--- src/rtl/fixedpoint_pkg.sv ---
// Fixed-point datapath defaults shared by the divider and multiplier, plus the
// common three-state FSM encoding used by both iterative units.
package fixedpoint_pkg;
  localparam int FRAC_W_DEF = 8;
  localparam int INT_W_DEF  = 7;

  typedef enum logic [1:0] {
    ST_IDLE = 2'd0,
    ST_BUSY = 2'd1,
    ST_DONE = 2'd2
  } fsm_state_e;
endpackage

--- src/rtl/sns_multiplier_if.sv ---
// Request/result bundle for the shift-and-add multiplier.
interface sns_multiplier_if #(
  parameter int FRAC_W = fixedpoint_pkg::FRAC_W_DEF,
  parameter int INT_W  = fixedpoint_pkg::INT_W_DEF
);
  logic                    start;
  logic [FRAC_W-1:0]       frac;
  logic [INT_W-1:0]        mcand;
  logic                    busy;
  logic                    done;
  logic [INT_W+FRAC_W-1:0] product;
  logic [INT_W-1:0]        product_int;

  modport master (output start, frac, mcand, input busy, done, product, product_int);
  modport slave  (input start, frac, mcand, output busy, done, product, product_int);
endinterface

--- src/rtl/sns_mul_step.sv ---
// One shift-add iteration: doubles the running sum and adds the multiplicand
// when the current fraction bit (MSB first) is set.
module sns_mul_step #(
  parameter int FRAC_W = 8,
  parameter int INT_W  = 7
) (
  input  logic [INT_W+FRAC_W-1:0] acc_i,
  input  logic                    bit_i,
  input  logic [INT_W-1:0]        mcand_i,
  output logic [INT_W+FRAC_W-1:0] acc_o
);
  localparam int ACC_W = INT_W + FRAC_W;

  // The dropped MSB is always zero: the final sum is bounded by ACC_W bits.
  assign acc_o = {acc_i[ACC_W-2:0], 1'b0} + (bit_i ? ACC_W'(mcand_i) : '0);
endmodule

--- src/rtl/sns_multiplier.sv ---
// Iterative unsigned integer x Q0.FRAC_W multiplier, one fraction bit per
// cycle; result holds on the outputs until the next accepted start.
module sns_multiplier
  import fixedpoint_pkg::*;
#(
  parameter int FRAC_W = FRAC_W_DEF,
  parameter int INT_W  = INT_W_DEF
) (
  input  logic             clk,
  input  logic             rst,
  sns_multiplier_if.slave  bus
);
  localparam int ACC_W = INT_W + FRAC_W;
  localparam int CNT_W = (FRAC_W > 1) ? $clog2(FRAC_W) : 1;
  localparam logic [CNT_W-1:0] CNT_LAST = CNT_W'(FRAC_W - 1);

  fsm_state_e        state_q, state_d;
  logic [CNT_W-1:0]  cnt_q, cnt_d;
  logic [ACC_W-1:0]  acc_q, acc_d;
  logic [FRAC_W-1:0] frac_q, frac_d;
  logic [INT_W-1:0]  mcand_q, mcand_d;
  logic [ACC_W-1:0]  step_acc;
  logic              accept;

  assign accept = bus.start && (state_q == ST_IDLE || state_q == ST_DONE);

  sns_mul_step #(.FRAC_W(FRAC_W), .INT_W(INT_W)) u_step (
    .acc_i   (acc_q),
    .bit_i   (frac_q[cnt_q]),
    .mcand_i (mcand_q),
    .acc_o   (step_acc)
  );

  always_ff @(posedge clk) begin
    if (rst) state_q <= ST_IDLE;
    else     state_q <= state_d;
  end

  always_ff @(posedge clk) begin
    if (rst) begin
      cnt_q   <= '0;
      acc_q   <= '0;
      frac_q  <= '0;
      mcand_q <= '0;
    end else begin
      cnt_q   <= cnt_d;
      acc_q   <= acc_d;
      frac_q  <= frac_d;
      mcand_q <= mcand_d;
    end
  end

  always_comb begin
    state_d = state_q;
    case (state_q)
      ST_IDLE: if (accept) state_d = ST_BUSY;
      ST_BUSY: if (cnt_q == '0) state_d = ST_DONE;
      ST_DONE: state_d = accept ? ST_BUSY : ST_IDLE;
      default: state_d = ST_IDLE;
    endcase
  end

  // Datapath: operands latch only on accept, so input churn during BUSY is inert.
  always_comb begin
    cnt_d   = cnt_q;
    acc_d   = acc_q;
    frac_d  = frac_q;
    mcand_d = mcand_q;
    if (accept) begin
      cnt_d   = CNT_LAST;
      acc_d   = '0;
      frac_d  = bus.frac;
      mcand_d = bus.mcand;
    end else if (state_q == ST_BUSY) begin
      acc_d = step_acc;
      cnt_d = cnt_q - 1'b1;
    end
  end

  always_comb begin
    bus.busy        = (state_q == ST_BUSY);
    bus.done        = (state_q == ST_DONE);
    bus.product     = acc_q;
    bus.product_int = acc_q[ACC_W-1:FRAC_W];
  end
endmodule

--- src/flat_wrapper.sv ---
// flat-port wrapper written by rule: the top's interface ports become plain ports
module sns_multiplier_flat import fixedpoint_pkg::*;
#(
  parameter int FRAC_W = FRAC_W_DEF,
  parameter int INT_W  = INT_W_DEF
)
  (clk, rst, bus_start, bus_frac, bus_mcand, bus_busy, bus_done, bus_product, bus_product_int);
  sns_multiplier_if #(.FRAC_W(FRAC_W), .INT_W(INT_W)) bus_i ();
  input  logic clk;
  input  logic rst;
  input wire logic [$bits(bus_i.start)-1:0] bus_start;
  input wire logic [$bits(bus_i.frac)-1:0] bus_frac;
  input wire logic [$bits(bus_i.mcand)-1:0] bus_mcand;
  output wire logic [$bits(bus_i.busy)-1:0] bus_busy;
  output wire logic [$bits(bus_i.done)-1:0] bus_done;
  output wire logic [$bits(bus_i.product)-1:0] bus_product;
  output wire logic [$bits(bus_i.product_int)-1:0] bus_product_int;
  assign bus_i.start = bus_start;
  assign bus_i.frac = bus_frac;
  assign bus_i.mcand = bus_mcand;
  assign bus_busy = bus_i.busy;
  assign bus_done = bus_i.done;
  assign bus_product = bus_i.product;
  assign bus_product_int = bus_i.product_int;
  sns_multiplier #(.FRAC_W(FRAC_W), .INT_W(INT_W)) u_core (.clk(clk), .rst(rst), .bus(bus_i));
endmodule
--- config.mk ---
export PLATFORM = sky130hd
export DESIGN_NAME = sns_multiplier_flat
export DESIGN_NICKNAME = d
export VERILOG_FILES = /design/src/rtl/fixedpoint_pkg.sv /design/src/rtl/sns_multiplier_if.sv /design/src/rtl/sns_mul_step.sv /design/src/rtl/sns_multiplier.sv /design/src/flat_wrapper.sv
export SDC_FILE = /design/constraint.sdc
export NUM_CORES = 1
export LEC_CHECK = 0
export ABC_AREA = 1
export CAP_MARGIN = 40
export CORE_UTILIZATION = 30
export CTS_CLUSTER_SIZE = 24
export DETAILED_ROUTE_END_ITERATION = 6
export HOLD_SLACK_MARGIN = 0.02
export PLACE_DENSITY_LB_ADDON = 0.12
export SETUP_SLACK_MARGIN = 0.4
export SLEW_MARGIN = 25
export SYNTH_ARGS = -nofsm -noshare
export SYNTH_HDL_FRONTEND = slang
export SYNTH_SLANG_ARGS = --single-unit
export TNS_END_PERCENT = 30
--- constraint.sdc ---
create_clock -name clk -period 6.05 [get_ports clk]
set_clock_uncertainty 0.15 [all_clocks]
set_input_delay 1.21 -clock clk [delete_from_list [all_inputs] [get_ports clk]]
set_output_delay 1.21 -clock clk [all_outputs]
set_load 0.005 [all_outputs]
======== Word level (Yosys, flattened, before mapping) ========
Index checks and enable logic that the tools add are counted.
storage, ports and cells
  register bits after elaboration ......... 35
  bits of input ports ..................... 18
  output and inout port bits .............. 24
  word-level logic and storage cells ...... 28
cells by class
  mux-type cells .......................... 9
  equality and inequality tests ........... 4
  reduce and logical (&&, ||, !) cells .... 7
  magnitude comparators ................... 1
  $add $sub $neg .......................... 2
operators by type and width
  kind                                                                     number
  15-bit adder                                                             1
  7-bit two-way mux                                                        1
  3-bit two-way mux                                                        2
  2-bit one-hot mux with 3 select lines                                    1
  3-bit by 4-bit < comparator with 1-bit output, second input constant     1
  2-bit two-way mux                                                        2
  2-bit by 1-bit inequality test with 1-bit output, second input constant  2
  1-bit binary-select mux with 3-bit select                                1
  3-bit zero test                                                          1
  3-bit by 1-bit subtractor with 3-bit output, second input constant       1
  2-bit by 1-bit == test with 1-bit output, second input constant          1
  2-bit == test, second input constant                                     1
  2-bit zero test                                                          1
  1-bit two-way mux                                                        2
  2-bit AND reduction                                                      1
  2-bit nonzero test                                                       1
  2-bit OR reduction                                                       1
  1-bit logical AND                                                        1
  1-bit logical OR                                                         1

======== Logic depth before layout (Yosys ltp) ========
Gate-level depths: netlist (run 1).
  word-level depth ........................ 5
  depth in mapped cells ................... 21
  gate-level depth less buffers ........... 21

======== Cells and area by module ========
A second synthesis (run 1) with hierarchy kept.
second synthesis, totals
  cells, all modules ...................... 301
  area, all modules ....................... 2021.9 µm²
modules (own cells, without submodules)
  module          times used  area an instance (µm²)  seq. area each (µm²)  cells an instance
  sns_multiplier  1           1468.9                  700.7                 189
  sns_mul_step    1           553.0                   0.0                   112

======== Worst setup path before layout (run 1) ========
OpenSTA, ideal clock, no wires.
  kind .................................... register -> register
  start ................................... register u_core.cnt_q[0]
  end ..................................... register u_core.acc_q[13] (netlist: u_core.bus.product[13])
  library setup time ...................... 109 ps
  path slack .............................. 3608 ps
  arrival ................................. 2183 ps
  required time ........................... 5791 ps
  cell stages (with the launch flop) ...... 22
  period minus slack after synthesis ...... 2442 ps
  path buffers ............................ 1
  path through ............................ dfxtp_1 -> buf_2 -> a21oi_1 -> o21ai_0 -> nand2_1 -> nand2_1 -> nand2_1 -> inv_1 -> nor2_1 -> ha_1 -> inv_1 -> fa_1 -> inv_1 -> nand3_1 -> nand2_1 -> nand2_1 -> nand2_1 -> nand2_1 -> nand2_1 -> nand3_1 -> nand2_1 -> inv_1
on the way
  word-level cells in the longest chain between the ends .. 4
ends and longest elaborated chain
  item                                       line                  text
  start: declaration                         sns_multiplier.sv:18  logic [CNT_W-1:0] cnt_q, cnt_d;
  start signal: assignment                   sns_multiplier.sv:46  cnt_q <= cnt_d;
  1-bit binary-select mux with 3-bit select  sns_multiplier.sv:29  .bit_i (frac_q[cnt_q]),
  1-bit two-way mux (not written as such)    sns_multiplier.sv:29
  7-bit two-way mux                          sns_mul_step.sv:15    assign acc_o = {acc_i[ACC_W-2:0], 1'b0} + (bit_i ? ACC_W'(mcand_i) : '0);
  15-bit adder                               sns_mul_step.sv:15
  end signal: assignment                     sns_multiplier.sv:42  acc_q <= '0;
  end signal: assignment                     sns_multiplier.sv:47  acc_q <= acc_d;
  end: declaration                           sns_multiplier.sv:19  logic [ACC_W-1:0] acc_q, acc_d;
Every way passes these cells. The select of a mux whose other input is x is not followed.
A chain may end at the register's enable or synchronous reset.

======== Worst setup path after layout (run 1) ========
  start ................................... register u_core.state_q[0]
  end ..................................... output bus_busy
on the way
  word-level cells in the longest chain between the ends .. 1
ends and longest elaborated chain
  item                                      line                  text
  start: declaration                        sns_multiplier.sv:17  fsm_state_e state_q, state_d;
  start signal: assignment                  sns_multiplier.sv:36  else state_q <= state_d;
  2-bit by 1-bit == test with 1-bit output  sns_multiplier.sv:81  bus.busy = (state_q == ST_BUSY);
  end: declaration                          flat_wrapper.sv:14    output wire logic [$bits(bus_i.busy)-1:0] bus_busy;
Every way passes these cells.

==> metrics.txt, run 1 <==
number of antenna diodes=0; global route overflow=0; setup repair after global routing missed its margin=false; highest routed layer=met4; CTS Buffer Depth=2; gr usage total=14.7%; CTS tree=yes; Yosys cell types=24; Tcrit/Tclk final=54.8%; Setup TNS=0 ns; Metal-1 WL=2290 um; # fillers=699; Slew headroom=69.6%; H-tree Lvls=2; drt wl/cell=11.2 um; Post-Place Worst Slack=between 3 and 4 ns; Hold Fails Final Rpt=0; CP max FO=21; Pwr Density=236 nW/um^2; Synth-to-Final Area Change=26.5%; global-route wire length before repair=8390 um; IO buf count=41; layout cells sized above 1=4.48%; min cycle time layout=3.31 ns; Top Ports=42; number of global-route vias before repair=1833; Final GP Congestion=a little under 0.8; largest net degree at the start of global routing=22; WL met2=roughly 2100 um; Post-CTS Resized=0; post-synthesis cell area=2000 um^2; syn_area_per_cell=6.64 um^2; final net count=361; CTS Root Cell=clkbuf_8; VDD IR max=0.0920 mV; post-route insts no fill=412; synth warn=0; hold buffers post-CTS=0; Vias=1860; max cap viols=0; Worst Setup Path Type=reg2out; worst path arrival time=1.95 ns; ys flop type=dfxtp_1; post-synthesis sequential area ratio=35.0%; Routed Wire Length=roughly 4600 um; Worst Path Required=between 4 and 5 ns; initial antenna violation count=0; Worst-Margin Slew=0.455 ns; die width=83.6 um; setup ws final=2.74 ns; CP startpoint kind=flop; Worst-Skew Late Latency=0.29 ns; final slew viol count=0; Leak=1.15 nW; flops & latches, synth=35; hold_ws=around 0.30 ns; post-placement cell count=between 400 and 500; Detail Placement HPWL=between 3000 and 4000 um; TritonCTS Buffers=5; DP Area=2410 um^2; DR vias/cell=around 4.5; CP Capture Type=primary output; Clock transition at path regs=0.08 ns; core area=6390 um^2; HP Class=reg2reg; DRC=0; status=finished, final reports clean; Cells after Synth=301; endpoints failing setup=0; die area=6990 um^2; EDFF count, synth=0; FFs w/ async S/R, synth=0%; FP Rows=29; syn_nets=between 300 and 400; fmax=0.302 GHz; DRT iter0 DRCs=80; clk sink count=35; starting density of the core=31.3%; finished layout cell area=roughly 2500 um^2; chip height=83.6 um; met3 WL=155 um; number of setup buffers added after CTS=0; Final ANT Viol Nets=0; Worst R2R Setup Slack=between 3 and 4 ns; Detailed Routing Iterations Pass 1=4
routing by layer:
| layer | global-route usage (%) | up-vias |
|---|---|---|
| met2 | 23.7 | 29 |
| met3 | 2.77 | 7 |
| met5 | 0 | - |
| li1 | - | 1007 |
| met4 | 5.08 | 0 |
| met1 | 19.7 | 817 |
registers in the layout (all words and copies together), names as in the netlist:
register,flops
u_core.cnt_q,3
u_core.frac_q,8
u_core.mcand_q,7
u_core.state_q,2
u_core.bus.product,15
cell families after synthesis:
group                    Yosys count  synth area share (%)
buffers and inverters             70                  15.3
AO/OA/AOI/OAI                     42                  11.2
AND/OR/NAND/NOR                  142                  31.2
adder cells (fa/ha/maj)            9                  6.01
flip-flops                        35                  35.0
XOR/XNOR                           3                  1.31
path summary, 6_finish.rpt:
check,startpoint,to,depth (start not counted)
min,u_core.mcand_q[0]$_SDFFE_PP0P_,u_core.mcand_q[0]$_SDFFE_PP0P_,2
max,u_core.state_q[0]$_SDFFE_PP0P_,bus_busy,3
max reg2reg,u_core.cnt_q[0]$_SDFFE_PP0P_,u_core.bus.product[13]$_SDFFE_PP0P_,20
min reg2reg,u_core.mcand_q[0]$_SDFFE_PP0P_,u_core.mcand_q[0]$_SDFFE_PP0P_,2
critical path: stages (launching register included):
cell and delay [ns]:
dfxtp_1 0.41, nand2_2 0.27, inv_2 0.40, clkdlybuf4s50_1 0.58
placed cells by master, fill, tap and decap left out, types with 4 or more instances in the layout:
cell type        count
nand3_1             37
nor3_1               4
dfxtp_1             35
nor2_1              23
clkbuf_8             6
inv_1               52
ha_1                 8
a21oi_1             15
nand2_1             70
clkdlybuf4s50_1     41
o21ai_0             21
cells in the mapped netlist (4+ instances only):
library cell	n	area share (%)
nand2_1	70	13
inv_1	52	9.8
nand3_1	37	9.3
dfxtp_1	35	35
nor2_1	23	4.3
o21ai_0	21	5.3
a21oi_1	15	3.8
buf_4	10	3.8
ha_1	8	5.0
buf_2	4	1.0
nor3_1	4	1.0
through the flow:
step	power (W)	utilization, %
global route	0.000633	39.6
detailed placement	0.000374	37.7
floorplan	0.000332	-
finish	0.000596	39.6
CTS	0.000604	39.6
global placement	0.000373	37.7
power breakdown:
part | internal, W | leakage, nW | switching (W)
logic | 0.0000491 | 0.801 | 0.0000568
registers | 0.000246 | 0.287 | 0.0000141
clock network | 0.000136 | 0.0618 | 0.0000935
cell type report:
cell class              count  area, um^2  area share (%)
well taps                  77        96.3            3.81
clock buffers               6        82.6            3.27
multi-input cells         196         993            39.3
flip-flops and latches     35         701            27.7
inverters                  55         206            8.16
repair buffers             41         410            16.2
clock inverters             2        38.8            1.53
Power figures use the tool's default switching activity.
==> run 2: changes to the inputs <==
==> constraint.sdc (replaced) <==
create_clock -name clk -period 3 [get_ports clk]
set_clock_uncertainty 0.15 [all_clocks]
set_input_delay 0.6 -clock clk [delete_from_list [all_inputs] [get_ports clk]]
set_output_delay 0.6 -clock clk [all_outputs]
set_load 0.005 [all_outputs]
==> metrics.txt, run 2 (same netlist as run 1, synthesis figures left out) <==
status=finished, final reports clean; Pwr Density=482 nW/um^2 (+100%); CTS Root Cell=clkbuf_8; endpoints failing setup=0 (unchanged); Worst R2R Setup Slack=0.56 ns (-2.70 ns); internal power=0.000939 W (+120%); Worst Path Required=3.04 ns (-1.65 ns); post-placement cell count=406 (+0.50%); HP Class=reg2reg; Multi-input gate area=1040 um^2 (+5.0%); Vias=1876 (+0.86%); Psw=0.000332 W (+100%); chip height=83.6 um (unchanged); Reg-to-Reg End=u_core.bus.product[13]$_SDFFE_PP0P_; Hold Fails Final Rpt=0 (unchanged); Worst-Margin Slew=0.389 ns (-0.0666 ns); global-route wire length before repair=8410 um (+0.25%); CTS tree=yes; Synth-to-Final Area Change=31.8%; CP bufs+invs=5 (+3); switching portion of total power=26.1% (-1.5 points); max cap viols=0 (unchanged); CTS Buffer Depth=2 (unchanged); die area=6990 um^2 (unchanged); commonest non-fill, non-tap cell in the layout=nand2_1; hold worst-path end=u_core.frac_q[4]$_SDFFE_PP0P_; sequential standard cell area=706 um^2 (+0.71%); Clk pwr share=40.0% (+1.5 points); CP max-delay cell=dfxtp_4; layout cells sized above 1=11.5% (+7.0 points); DRC=0 (unchanged); FP Rows=29 (unchanged); CP Capture Type=flop; Worst path most repeated cell=nand2_2; global route overflow=0 (unchanged); CP max FO=6 (-71%); die width=83.6 um (unchanged); FF-to-FF path depth=20 (unchanged); clk sink count=35 (unchanged); Gate power share=18.5% (+0.7 points); kind of cell adding the most delay to the critical path=simple AND/OR/NAND/NOR gates; final slew viol count=0 (unchanged); Tcrit/Tclk final=about four fifths; R2R Path Start=u_core.cnt_q[0]$_SDFFE_PP0P_; Worst-Skew Late Latency=0.29 ns (about the same); Clock transition at path regs=0.08 ns (about the same); core area=6390 um^2 (unchanged); final net count=365 (+1.1%); IO buf count=41 (unchanged); most frequent cells in the layout=64 x nand2_1, 49 x inv_1, 41 x clkdlybuf4s50_1; Leak=1.17 nW (+1.9%); Slew headroom=74.0% (+4.4 points); Final GP Congestion=0.836 (+5.1%); min cycle time layout=2.44 ns; starting density of the core=31.3% (unchanged); # fillers=690 (-1.3%); CP cell instances=buf_6, o211ai_1, nand2_1, nand2_1, nand2_2, inv_4, nor2_4, ha_2, inv_2, fa_2, inv_2, nand3_2, nand2_2, nand2_2, nand2_2, nand2_2, nand2_2, nand3_1, nand2_1, inv_1; setup repair after global routing missed its margin=true; largest net degree at the start of global routing=22 (unchanged); Detailed Routing Iterations Pass 1=4 (unchanged); Slowest Stage Delay on Critical Path=0.39 ns (-0.19 ns); number of global-route vias before repair=1914 (+4.4%); total power=0.00127 W (+110%); Setup TNS=0 ns (unchanged); post-route insts no fill=416 (+0.97%); gr usage total=14.9% (+0.16 points); worst path arrival time=2.49 ns (+0.54 ns); Top Ports=42 (unchanged); fmax=0.410 GHz; max reg flops=15 (unchanged); Flop pwr share=41.5% (-2.2 points); Routed Wire Length=4720 um (+2.3%); Final ANT Viol Nets=0 (unchanged); H-tree Lvls=2 (unchanged); DRT iter0 DRCs=75 (-6.3%); hold path depth=2 (unchanged); hold buffers post-CTS=0 (unchanged); Detail Placement HPWL=3510 um (+1.7%); DR vias/cell=4.51 (-0.11%); initial antenna violation count=0 (unchanged); hold path start=u_core.frac_q[4]$_SDFFE_PP0P_; Worst Setup Path Type=reg2reg; TritonCTS Buffers=5 (unchanged); VDD IR max=0.255 mV (+180%); CP startpoint kind=flop; number of antenna diodes=0 (unchanged); drt wl/cell=11.3 um (+1.3%)
## run 2: changes by cell type in the layout (fill, tap and decap cells not counted), moves of 3 or more
| cell | previous run | this run |
|---|---|---|
| buf_4 | 0 | 3 |
| a21oi_2 | 0 | 4 |
| inv_1 | 52 | 49 |
| nand2_2 | 2 | 8 |
| nand2_1 | 70 | 64 |
| a21oi_1 | 15 | 11 |
## run 2: power groups by stage
stage               registers [W]  logic [W]  clock network (W)
floorplan                0.000528   0.000142                  0
global route             0.000533   0.000268           0.000542
detailed placement       0.000537   0.000223                  0
finish                   0.000527   0.000235           0.000509
global placement         0.000536   0.000221                  0
CTS                      0.000526   0.000225           0.000525
## run 2: worst register-to-register path: stages (launching register included)
cell and delay, ns:
dfxtp_4 0.39, buf_6 0.11, o211ai_1 0.08, nand2_1 0.07
nand2_1 0.05, nand2_2 0.11, inv_4 0.06, nor2_4 0.07
ha_2 0.19, inv_2 0.04, fa_2 0.37, inv_2 0.08
nand3_2 0.06, nand2_2 0.10, nand2_2 0.07, nand2_2 0.08
nand2_2 0.05, nand2_2 0.05, nand3_1 0.06, nand2_1 0.07
inv_1 0.03
## run 2: worst max path at each step
stage | start | end | cells after the start
2_1_floorplan | u_core.cnt_q[0]$_SDFFE_PP0P_ | u_core.bus.product[13]$_SDFFE_PP0P_ | 21
5_1_grt | u_core.cnt_q[0]$_SDFFE_PP0P_ | u_core.bus.product[13]$_SDFFE_PP0P_ | 20
3_3_place_gp | u_core.cnt_q[0]$_SDFFE_PP0P_ | u_core.bus.product[13]$_SDFFE_PP0P_ | 20
4_1_cts | u_core.cnt_q[0]$_SDFFE_PP0P_ | u_core.bus.product[13]$_SDFFE_PP0P_ | 20
6_report | u_core.cnt_q[0]$_SDFFE_PP0P_ | u_core.bus.product[13]$_SDFFE_PP0P_ | 20
3_5_place_dp | u_core.cnt_q[0]$_SDFFE_PP0P_ | u_core.bus.product[13]$_SDFFE_PP0P_ | 20
## run 2: timing repair
item	4_1_cts	5_1_grt
setup endpoints to repair	3	5
buffers inserted	0	2
cloned	0	0
gates resized for setup	5	23
pin swaps	0	5
## run 2: layout make-up
class / count / area share, %
well taps: 77 / 3.66
multi-input cells: 196 / 39.6
repair buffers: 45 / 16.9
flip-flops and latches: 35 / 26.8
clock inverters: 3 / 2.56
clock buffers: 5 / 2.61
inverters: 55 / 7.93
## run 2: through the flow
stage | cell area [um^2] | util, % | worst slack (ns) | hold WS [ns]
final | 2640 | 41.3 | 0.559 | 0.298
after global routing | 2640 | 41.3 | 0.346 | 0.317
after CTS | 2570 | 40.2 | 0.408 | 0.300
after detailed placement | 2420 | 37.9 | 0.294 | 0.280
after global placement | 2420 | 37.9 | 0.450 | 0.289
after floorplan | 2000 | - | 0.558 | 0.263
## run 2: routing by layer
layer / share of wire, % / wire (um) / track usage, %
met5: 0 / 0 / 0
met2: 45 / 2120 / 25.2
met1: 51 / 2400 / 18.4
met3: 2.5 / 120 / 3.07
met4: 1.7 / 79 / 6.16
==> run 3: changes to the inputs <==
==> constraint.sdc (replaced) <==
create_clock -name clk -period 2.45 [get_ports clk]
set_clock_uncertainty 0.15 [all_clocks]
set_input_delay 0.49 -clock clk [delete_from_list [all_inputs] [get_ports clk]]
set_output_delay 0.49 -clock clk [all_outputs]
set_load 0.005 [all_outputs]
==> metrics.txt, run 3 (same netlist as run 1, synthesis figures left out) <==
die area=6990 um^2 (unchanged); status=finished, final reports clean; number of global-route vias before repair=1942 (+1.5%); Pwr Density=501 nW/um^2 (+3.8%); Worst-Skew Late Latency=0.28 ns (about the same); Top Ports=42 (unchanged); Slew headroom=74.3% (+0.27 points); chip height=83.6 um (unchanged); TritonCTS Buffers=5 (unchanged); post-placement cell count=411 (+1.2%); H-tree Lvls=2 (unchanged); largest net degree at the start of global routing=22 (unchanged); drt wl/cell=11.6 um (+2.3%); Worst path most repeated cell=nand2_1; initial antenna violation count=0 (unchanged); met1 Use GR=20.4% (+2.0 points); Psw=0.000411 W (+24%); gr usage total=15.2% (+0.33 points); commonest non-fill, non-tap cell in the layout=nand2_1; Gate power share=23.5% (+5.0 points); DRT iter0 DRCs=54 (-28%); Detail Placement HPWL=3600 um (+2.5%); sequential standard cell area=709 um^2 (+0.53%); Slowest Stage Delay on Critical Path=0.39 ns (about the same); internal power=0.000992 W (+5.6%); hold path start=u_core.frac_q[6]$_SDFFE_PP0P_; Detailed Routing Iterations Pass 1=4 (unchanged); CP Capture Type=flop; Worst-Margin Slew=0.386 ns (-0.00321 ns); busiest grt layer=met2; CTS Buffer Depth=2 (unchanged); min cycle time layout=2.34 ns (-0.101 ns); Worst Setup Path Type=reg2reg; R2R Path Start=u_core.cnt_q[0]$_SDFFE_PP0P_; global route overflow=0 (unchanged); post-route insts no fill=426 (+2.4%); Synth-to-Final Area Change=40.1%; Clk pwr share=30.1% (-9.9 points); setup repair after global routing missed its margin=true; IO buf count=41 (unchanged); Multi-input gate area=1170 um^2 (+12%); finished layout cell area=2800 um^2 (+6.3%); DRC=0 (unchanged); Final ANT Viol Nets=0 (unchanged); Final GP Congestion=0.811 (-2.9%); FP Rows=29 (unchanged); final slew viol count=0 (unchanged); worst path arrival time=2.38 ns (-0.11 ns); die width=83.6 um (unchanged); total power=0.00140 W (+10%); Tcrit/Tclk final=95.5% (+14 points); met3 global-route usage=2.67% (-0.40 points); DP Area=2480 um^2 (+2.5%); hold path depth=2 (unchanged); VDD IR max=0.262 mV (+2.8%); most frequent cells in the layout=55 x nand2_1, 47 x inv_1, 41 x clkdlybuf4s50_1; Worst R2R Setup Slack=0.11 ns (-0.45 ns); HP Class=reg2reg; hold worst-path end=u_core.frac_q[6]$_SDFFE_PP0P_; switching portion of total power=29.3% (+3.2 points); Final Util=43.9% (+2.6 points); max reg flops=15 (unchanged); Clock transition at path regs=0.07 ns (about the same); hold buffers post-CTS=0 (unchanged); CP cell instances=buf_6, o211ai_1, nand2_1, nand2_1, nand2_2, inv_2, nor2_2, ha_2, inv_2, fa_2, inv_2, nand3_2, nand2_2, nand2_2, nand2_2, nand2_1, nand2_1, nand3_1, nand2_1, inv_1; Worst Path Required=2.48 ns (-0.56 ns); Hold Fails Final Rpt=0 (unchanged); starting density of the core=31.3% (unchanged); DR vias/cell=4.54 (+0.57%); Setup TNS=0 ns (unchanged); core area=6390 um^2 (unchanged); final net count=376 (+3.0%); layout cells sized above 1=22.1% (+11 points); CTS Root Cell=clkbuf_8; number of antenna diodes=0 (unchanged); max cap viols=0 (unchanged); Flop pwr share=46.3% (+4.8 points); met2 Usage GRT=25.0% (-0.22 points); fmax=0.427 GHz (+4.3%); FF-to-FF path depth=20 (unchanged); endpoints failing setup=0 (unchanged); Vias=1932 (+3.0%); global-route wire length before repair=8730 um (+3.8%); CP max-delay cell=dfxtp_4; Leak=1.23 nW (+4.9%); CP max FO=6 (unchanged); Reg-to-Reg End=u_core.bus.product[13]$_SDFFE_PP0P_; CTS tree=yes; clk sink count=35 (unchanged); CP startpoint kind=flop; # fillers=679 (-1.6%); Routed Wire Length=4940 um (+4.7%)
==> run 3: changes by cell type in the layout (fill, tap and decap cells not counted), moves of 3 or more <==
cell / delta
ha_4: +4
nand2_1: -9
nand3_1: -4
buf_4: +10
nand2_2: +7
inv_2: +3
ha_1: -3
o21ai_0: -4
o21ai_1: +4
nor2_1: -6
dfxtp_2: +3
nor2_2: +4
dfxtp_1: -3
nand3_2: +4
==> run 3: worst max path at each step <==
stage / start / cells past startpoint / slack, ns / to
after floorplan: u_core.cnt_q[0]$_SDFFE_PP0P_ / 21 / 0.13 / u_core.bus.product[13]$_SDFFE_PP0P_
after global placement: u_core.cnt_q[0]$_SDFFE_PP0P_ / 17 / 0.02 / u_core.bus.product[11]$_SDFFE_PP0P_
after detailed placement: u_core.cnt_q[0]$_SDFFE_PP0P_ / 19 / -0.03 / u_core.bus.product[13]$_SDFFE_PP0P_
after CTS: u_core.cnt_q[0]$_SDFFE_PP0P_ / 20 / 0.14 / u_core.bus.product[13]$_SDFFE_PP0P_
after global routing: u_core.cnt_q[0]$_SDFFE_PP0P_ / 20 / -0.05 / u_core.bus.product[13]$_SDFFE_PP0P_
final: u_core.cnt_q[0]$_SDFFE_PP0P_ / 20 / 0.11 / u_core.bus.product[13]$_SDFFE_PP0P_
==> run 3: metal layers <==
| metal | share of wire [%] | vias up | routed length (um) |
|---|---|---|---|
| met2 | 47 | 29 | 2310 |
| met3 | 2.2 | 4 | 108 |
| met1 | 50 | 870 | 2480 |
| met5 | 0 | - | 0 |
| met4 | 0.81 | 0 | 40 |
| li1 | - | 1029 | - |
==> run 3: repair_timing <==
item                       CTS  global route
pin swaps                    8            15
setup endpoints to repair   13            14
resized for setup           16            37
setup buffers                4             4
==> run 3: critical path, delay by kind of cell (launching register included) <==
| kind | cells | cell delay [ns] |
|---|---|---|
| buf+inv | 5 | 0.29 |
| fa+ha+maj | 2 | 0.53 |
| simple gates | 12 | 0.81 |
| flops | 1 | 0.39 |
| compound gates | 1 | 0.07 |
==> run 3: cell type report <==
class / instances / share of cell area, %
multi-input cells: 196 / 41.8
flip-flops and latches: 35 / 25.3
repair buffers: 56 / 18.9
inverters: 55 / 7.37
well taps: 77 / 3.44
clock buffers: 6 / 2.95
clock inverters: 1 / 0.179
==> run 3: power by group through the flow <==
stage          sequential [W]  combinational, W  clock [W]
3_5_place_dp         0.000659          0.000291          0
3_3_place_gp         0.000658          0.000288          0
6_report             0.000650          0.000330   0.000423
2_1_floorplan        0.000648          0.000183          0
4_1_cts              0.000647          0.000305   0.000440
5_1_grt              0.000656          0.000372   0.000463
==> run 3: stage by stage <==
step / setup slack [ns] / hold slack [ns]
2_1_floorplan: 0.126 / 0.269
3_3_place_gp: 0.0159 / 0.292
3_5_place_dp: -0.0282 / 0.288
4_1_cts: 0.137 / 0.302
5_1_grt: -0.0465 / 0.319
6_report: 0.109 / 0.306
